==> config.mk <==
export PLATFORM = sky130hd
export DESIGN_NAME = acc_readout
export DESIGN_NICKNAME = d
export VERILOG_FILES = /design/src/rtl/acc_readout.sv
export SDC_FILE = /design/constraint.sdc
export NUM_CORES = 1
export LEC_CHECK = 0
export CAP_MARGIN = 20
export CORE_MARGIN = 2
export CORE_UTILIZATION = 30
export DETAILED_ROUTE_END_ITERATION = 12
export PLACE_DENSITY = 0.49
export SYNTH_ARGS = -nofsm -noshare
export SYNTH_HDL_FRONTEND = slang
export SYNTH_SLANG_ARGS = --single-unit
==> constraint.sdc <==
create_clock -name clk -period 21.2 [get_ports clk]
set_clock_uncertainty 0.2 [all_clocks]
set_input_delay 2.12 -clock clk [delete_from_list [all_inputs] [get_ports clk]]
set_output_delay 2.12 -clock clk [all_outputs]
set_load 0.1 [all_outputs]
==> src/rtl/acc_readout.sv <==
// acc_readout: drains DEPTH signed accumulator entries in address order and requantizes
// each one: rounding arithmetic right shift, then saturation to OUT_WIDTH. Results leave
// through a 2-entry output FIFO with a valid/ready handshake.
// Optional feature: define ACC_READOUT_RELU_EN to clamp negative results to zero.
// DEPTH must be at least 2.
module acc_readout #(
  parameter int unsigned PARTIAL_SUM_WIDTH = 45,
  parameter int unsigned OUT_WIDTH         = 8,
  parameter int unsigned DEPTH             = 8,
  localparam int unsigned ADDR_W           = $clog2(DEPTH)
) (
  input  logic                                clk,
  input  logic                                rst_n,
  input  logic                                Start,
  input  logic [5:0]                          Shift,
  output logic                                Busy,
  output logic                                Done,
  output logic                                Acc_Rd_en,
  output logic [ADDR_W-1:0]                   Acc_Rd_Addr,
  input  logic signed [PARTIAL_SUM_WIDTH-1:0] Acc_Rd_Data,
  output logic signed [OUT_WIDTH-1:0]         Out_Data,
  output logic [ADDR_W-1:0]                   Out_Index,
  output logic                                Out_Valid,
  input  logic                                Out_Ready
);

  localparam int unsigned PW = PARTIAL_SUM_WIDTH;
  localparam int unsigned EW = PW + 1;
  localparam logic [ADDR_W-1:0] LastAddr = ADDR_W'(DEPTH - 1);
  localparam logic signed [EW-1:0] SatMax =
    {{(EW - OUT_WIDTH + 1){1'b0}}, {(OUT_WIDTH - 1){1'b1}}};
  localparam logic signed [EW-1:0] SatMin =
    {{(EW - OUT_WIDTH + 1){1'b1}}, {(OUT_WIDTH - 1){1'b0}}};

  typedef enum logic [1:0] {StIdle, StRead, StDrain} state_e;

  state_e                      state_q, state_d;
  logic [5:0]                  shift_q, shift_d;
  logic [ADDR_W-1:0]           addr_q, addr_d;
  logic [ADDR_W-1:0]           rd_idx_q, rd_idx_d;
  logic                        inflight_q, inflight_d;
  logic                        busy_q, busy_d;
  logic                        done_q, done_d;
  logic signed [OUT_WIDTH-1:0] fifo_data_q [2];
  logic signed [OUT_WIDTH-1:0] fifo_data_d [2];
  logic [ADDR_W-1:0]           fifo_idx_q [2];
  logic [ADDR_W-1:0]           fifo_idx_d [2];
  logic                        wr_ptr_q, wr_ptr_d;
  logic                        rd_ptr_q, rd_ptr_d;
  logic [1:0]                  count_q, count_d;

  logic                        pop, push, rd_en;
  logic [2:0]                  occ;
  logic signed [EW-1:0]        ext, rnd, shifted;
  logic signed [OUT_WIDTH-1:0] elem;

  // Requantize the returning read data: round, shift, saturate, optional ReLU
  always_comb begin
    ext = {Acc_Rd_Data[PW-1], Acc_Rd_Data};
    rnd = (shift_q != 6'd0) ? (EW'(1) << (shift_q - 6'd1)) : '0;
    if (32'(shift_q) >= PW) begin
      shifted = ext[EW-1] ? '1 : '0;
    end else begin
      shifted = (ext + rnd) >>> shift_q;
    end
    if (shifted > SatMax) begin
      elem = {1'b0, {(OUT_WIDTH - 1){1'b1}}};
    end else if (shifted < SatMin) begin
      elem = {1'b1, {(OUT_WIDTH - 1){1'b0}}};
    end else begin
      elem = shifted[OUT_WIDTH-1:0];
    end
`ifdef ACC_READOUT_RELU_EN
    if (elem[OUT_WIDTH-1]) begin
      elem = '0;
    end
`endif
  end

  // Next-state logic: pass FSM, read issue with FIFO credit, FIFO push/pop
  always_comb begin
    state_d    = state_q;
    shift_d    = shift_q;
    addr_d     = addr_q;
    rd_idx_d   = rd_idx_q;
    inflight_d = 1'b0;
    done_d     = 1'b0;
    wr_ptr_d   = wr_ptr_q;
    rd_ptr_d   = rd_ptr_q;
    fifo_data_d = fifo_data_q;
    fifo_idx_d  = fifo_idx_q;

    pop  = (count_q != 2'd0) && Out_Ready;
    push = inflight_q;
    // Slots still claimed once this cycle's pop leaves; a new read needs one free slot.
    occ   = {1'b0, count_q} + {2'b0, inflight_q} - {2'b0, pop};
    rd_en = (state_q == StRead) && (occ < 3'd2);

    unique case (state_q)
      StIdle: begin
        if (Start) begin
          state_d = StRead;
          shift_d = Shift;
          addr_d  = '0;
        end
      end
      StRead: begin
        if (rd_en) begin
          if (addr_q == LastAddr) begin
            addr_d  = '0;
            state_d = StDrain;
          end else begin
            addr_d = addr_q + 1'b1;
          end
        end
      end
      StDrain: begin
        if (!inflight_q && ((count_q == 2'd0) || ((count_q == 2'd1) && pop))) begin
          state_d = StIdle;
          done_d  = 1'b1;
        end
      end
      default: state_d = StIdle;
    endcase

    if (rd_en) begin
      inflight_d = 1'b1;
      rd_idx_d   = addr_q;
    end
    if (push) begin
      fifo_data_d[wr_ptr_q] = elem;
      fifo_idx_d[wr_ptr_q]  = rd_idx_q;
      wr_ptr_d              = ~wr_ptr_q;
    end
    if (pop) begin
      rd_ptr_d = ~rd_ptr_q;
    end
    count_d = count_q + {1'b0, push} - {1'b0, pop};
    busy_d  = (state_d != StIdle);
  end

  // State registers with synchronous active-low reset
  always_ff @(posedge clk) begin
    if (!rst_n) begin
      state_q    <= StIdle;
      shift_q    <= '0;
      addr_q     <= '0;
      rd_idx_q   <= '0;
      inflight_q <= 1'b0;
      busy_q     <= 1'b0;
      done_q     <= 1'b0;
      wr_ptr_q   <= 1'b0;
      rd_ptr_q   <= 1'b0;
      count_q    <= '0;
      for (int i = 0; i < 2; i++) begin
        fifo_data_q[i] <= '0;
        fifo_idx_q[i]  <= '0;
      end
    end else begin
      state_q     <= state_d;
      shift_q     <= shift_d;
      addr_q      <= addr_d;
      rd_idx_q    <= rd_idx_d;
      inflight_q  <= inflight_d;
      busy_q      <= busy_d;
      done_q      <= done_d;
      wr_ptr_q    <= wr_ptr_d;
      rd_ptr_q    <= rd_ptr_d;
      count_q     <= count_d;
      fifo_data_q <= fifo_data_d;
      fifo_idx_q  <= fifo_idx_d;
    end
  end

  assign Busy        = busy_q;
  assign Done        = done_q;
  assign Acc_Rd_en   = rd_en;
  assign Acc_Rd_Addr = addr_q;
  assign Out_Valid   = (count_q != 2'd0);
  assign Out_Data    = fifo_data_q[rd_ptr_q];
  assign Out_Index   = fifo_idx_q[rd_ptr_q];

endmodule

==> impl_metrics.json <==
{
  "fmax_ghz": 0.102,
  "gp_routability_congestion": 1.03,
  "fin_nets": 1829,
  "setup_tns_ns": 0,
  "intPower_w": 0.000269,
  "max_cap_viol_count": 0,
  "synth_edf_count": 0,
  "io_buffers": 72,
  "die_y_um": 198,
  "core_area_mm2": 0.0368,
  "synthCells": 1725,
  "cts.sinks": 43,
  "design_area_mm2": 0.0125,
  "drtIter0Drc": 2064,
  "rsz0062_at_grt": "no",
  "grt_pass1_wl_mm": 93.9,
  "num_rows": 70,
  "cts_resized": 0,
  "cts_tree": "yes",
  "wl_met2_mm": 27.3,
  "worstMarginPinSlew_ns": 1.15,
  "pre_cts_ws_ns": 11.95,
  "synth.yosys.seq_area_share_pct": 7.65,
  "cts_buffer_depth": 2,
  "syn_area_per_cell_um2": 6.52,
  "cellLeakagePower_nw": 4.54,
  "seqPwrFrac_pct": 17.6,
  "setup_violations": 0,
  "fin_crit_ns": 9.85,
  "drt-total-wl_mm": 63.7,
  "combPwrFrac_pct": 67.0,
  "end_kind": "flip-flop",
  "cp.arrival_ns": 9.82,
  "grt_max_degree": 43,
  "power_frac_clock_pct": 15.4,
  "finalMaxSlewViolations": 0,
  "min_path_type": "flip-flop to flip-flop",
  "dieWidth_um": 198,
  "wirelength_met1_mm": 27.1,
  "slew_headroom_pct": 23.1,
  "yosysWarnings": 0,
  "outcome": "complete, no violations",
  "yosys.area.top_type": "nor2_1",
  "met3_wirelength_mm": 7.03,
  "track_usage_pct": 32.0,
  "synthDistinctLibCells": 94,
  "crit_fanout": 24,
  "vias": 15000,
  "whs_ns": 0.254,
  "ys.flop_type": "dfxtp_1",
  "power.share.switching_pct": 53.7,
  "cts_hold_buffers": 0,
  "numCtsBuffers": 5,
  "dp_hpwl_mm": 51.0,
  "overflow": 0,
  "drc": 0,
  "antenna_found_initial": 1,
  "drt-wirelength-per-cell_um": 29.1,
  "synth_fp_nets": 1833,
  "dieArea_mm2": 0.0390,
  "cp-start-kind": "flip-flop",
  "setup_slack_ns": 11.35,
  "synth_area_mm2": 0.0112,
  "top_layer_used": "met5",
  "num-fill-cells": 4052,
  "htree_num_levels": 2,
  "synthTopCellsByCount": "nor2_1, nand2_1, a21oi_1",
  "first_pass_iters": 6,
  "ir_worst_vdd_mv": 0.0538,
  "cellPowerDensity_mw_per_mm2": 46.4,
  "ys_top_cells_by_area": "nor2_1, dfxtp_1, nand2_1",
  "clk_latency_ns": 0.29,
  "p_switching_w": 0.000312,
  "synthToLayoutAreaGrowth_pct": 11.2,
  "fin_crit_sh_pct": 46.5,
  "critPathRequiredTime_ns": 21.17,
  "initial_core_util_pct": 30.6,
  "synth_top_area_share_pct": 7.88,
  "cts_root_buf": "clkbuf_16",
  "synth_most_common_cell": "nor2_1",
  "postCtsSetupRepairBufs": 0,
  "post_dp_cell_area_mm2": 0.0123,
  "avgViaCountPerCell": 6.84,
  "crit_type": "flip-flop to flip-flop",
  "postSynth.asyncResetShare_pct": 0,
  "io_pins": 73,
  "hold_violations": 0,
  "cts.reportedPaths.clkPinSlew_ns": 0.07,
  "grt_pass1_vias": 13900,
  "synth_seq_cells": 43,
  "ant_nets": 0,
  "drive_above_1_share_pct": 6.85
}
==> path summary, 6_finish.rpt <==
kind                                                  from                     endpoint  slack [ns]  cells past startpoint
worst max-delay path               shift_q[0]$_SDFFE_PN0P_  fifo_data_q[9]$_SDFFE_PN0P_       11.35                     25
worst min-delay path            fifo_idx_q[0]$_SDFFE_PN0P_   fifo_idx_q[0]$_SDFFE_PN0P_        0.25                      2
worst max register to register     shift_q[0]$_SDFFE_PN0P_  fifo_data_q[9]$_SDFFE_PN0P_       11.35                     25
worst min register to register  fifo_idx_q[0]$_SDFFE_PN0P_   fifo_idx_q[0]$_SDFFE_PN0P_        0.25                      2
==> routing by layer <==
layer | GRT usage [%] | vias up
li1 | - | 6685
met1 | 44.3 | 7191
met2 | 49.6 | 942
met3 | 6.68 | 158
met4 | 9.80 | 2
met5 | 0 | -
==> through the flow <==
step                      instances  power (W)  utilization [%]
after floorplan                1725   0.000354                -
after global placement         2181   0.000484             33.5
after detailed placement       2181   0.000479             33.5
after CTS                      2189   0.000572             34.0
after global routing           2190   0.000608             34.0
final                          2191   0.000580             34.0
==> cell usage in the layout (no fill, tap or decap), types with 21 or more instances in the layout <==
cell type / Yosys / layout
nor2_1: 236 / 236
nand2_1: 204 / 204
a21oi_1: 138 / 137
o21ai_0: 88 / 88
clkdlybuf4s50_1: 0 / 72
nor3_1: 53 / 53
nand3_1: 52 / 52
ha_1: 51 / 51
nand4_1: 45 / 45
mux2i_1: 43 / 43
a211oi_1: 42 / 42
dfxtp_1: 43 / 39
o211ai_1: 36 / 36
buf_4: 2 / 32
a21o_1: 29 / 29
o21a_1: 26 / 26
mux2_2: 25 / 25
o21ai_1: 24 / 24
nor4_1: 24 / 24
xnor2_1: 23 / 23
and2_1: 22 / 22
inv_1: 23 / 22
o22ai_1: 22 / 22
a31oi_1: 21 / 21
==> worst max-delay path: stages (launching register included) <==
cell and delay, ns:
dfxtp_2 0.65, inv_2 0.30, nand2_1 0.14, buf_4 0.23
inv_1 0.08, buf_4 0.21, ha_1 0.50, nor2b_1 0.22
nand2_1 0.27, nor2_1 0.34, ha_1 0.30, a211oi_1 0.44
o21ai_2 0.21, a211oi_1 0.77, o21ai_1 0.42, o21a_1 0.40
or4_1 0.53, a311o_1 0.46, mux2i_1 0.77, nand2_1 0.15
a32oi_1 0.34, nand4b_1 0.15, or4_1 0.52, o32ai_1 0.50
nand2_1 0.29, o221a_1 0.29
==> power by group through the flow <==
stage	clock [W]	sequential [W]	combinational [W]
global route	0.0000958	0.000104	0.000408
global placement	0	0.000104	0.000380
floorplan	0	0.0000996	0.000255
CTS	0.0000923	0.000102	0.000378
detailed placement	0	0.000104	0.000376
finish	0.0000894	0.000102	0.000389
==> logic make-up after synthesis <==
group                    share of synthesized area (%)
AO/OA/AOI/OAI                                     39.0
AND/OR/NAND/NOR                                   31.9
multiplexers                                      7.93
adder cells (fa/ha/maj)                           6.03
buffers and inverters                             5.07
XOR/XNOR                                          2.41
flip-flops                                        7.65
==> area by class of cell <==
| type | instances | area [um^2] | share of cell area (%) |
|---|---|---|---|
| multi-input cells | 1541 | 9820 | 78.5 |
| diodes | 1 | 2.50 | 0.0200 |
| clock inverters | 3 | 46.3 | 0.370 |
| inverters | 25 | 93.8 | 0.751 |
| clock buffers | 5 | 125 | 1.00 |
| flip-flops and latches | 43 | 866 | 6.92 |
| repair buffers | 105 | 966 | 7.73 |
| well taps | 468 | 586 | 4.68 |
==> flip-flops by register name, summed over array words and instances, names as in the netlist, 2 cells and up <==
register     flops
Acc_Rd_Addr      3
state_q          2
rd_idx_q         3
count_q          2
fifo_data_q     16
shift_q          6
fifo_idx_q       6
Note: power is estimated with default switching activity, not from simulation.
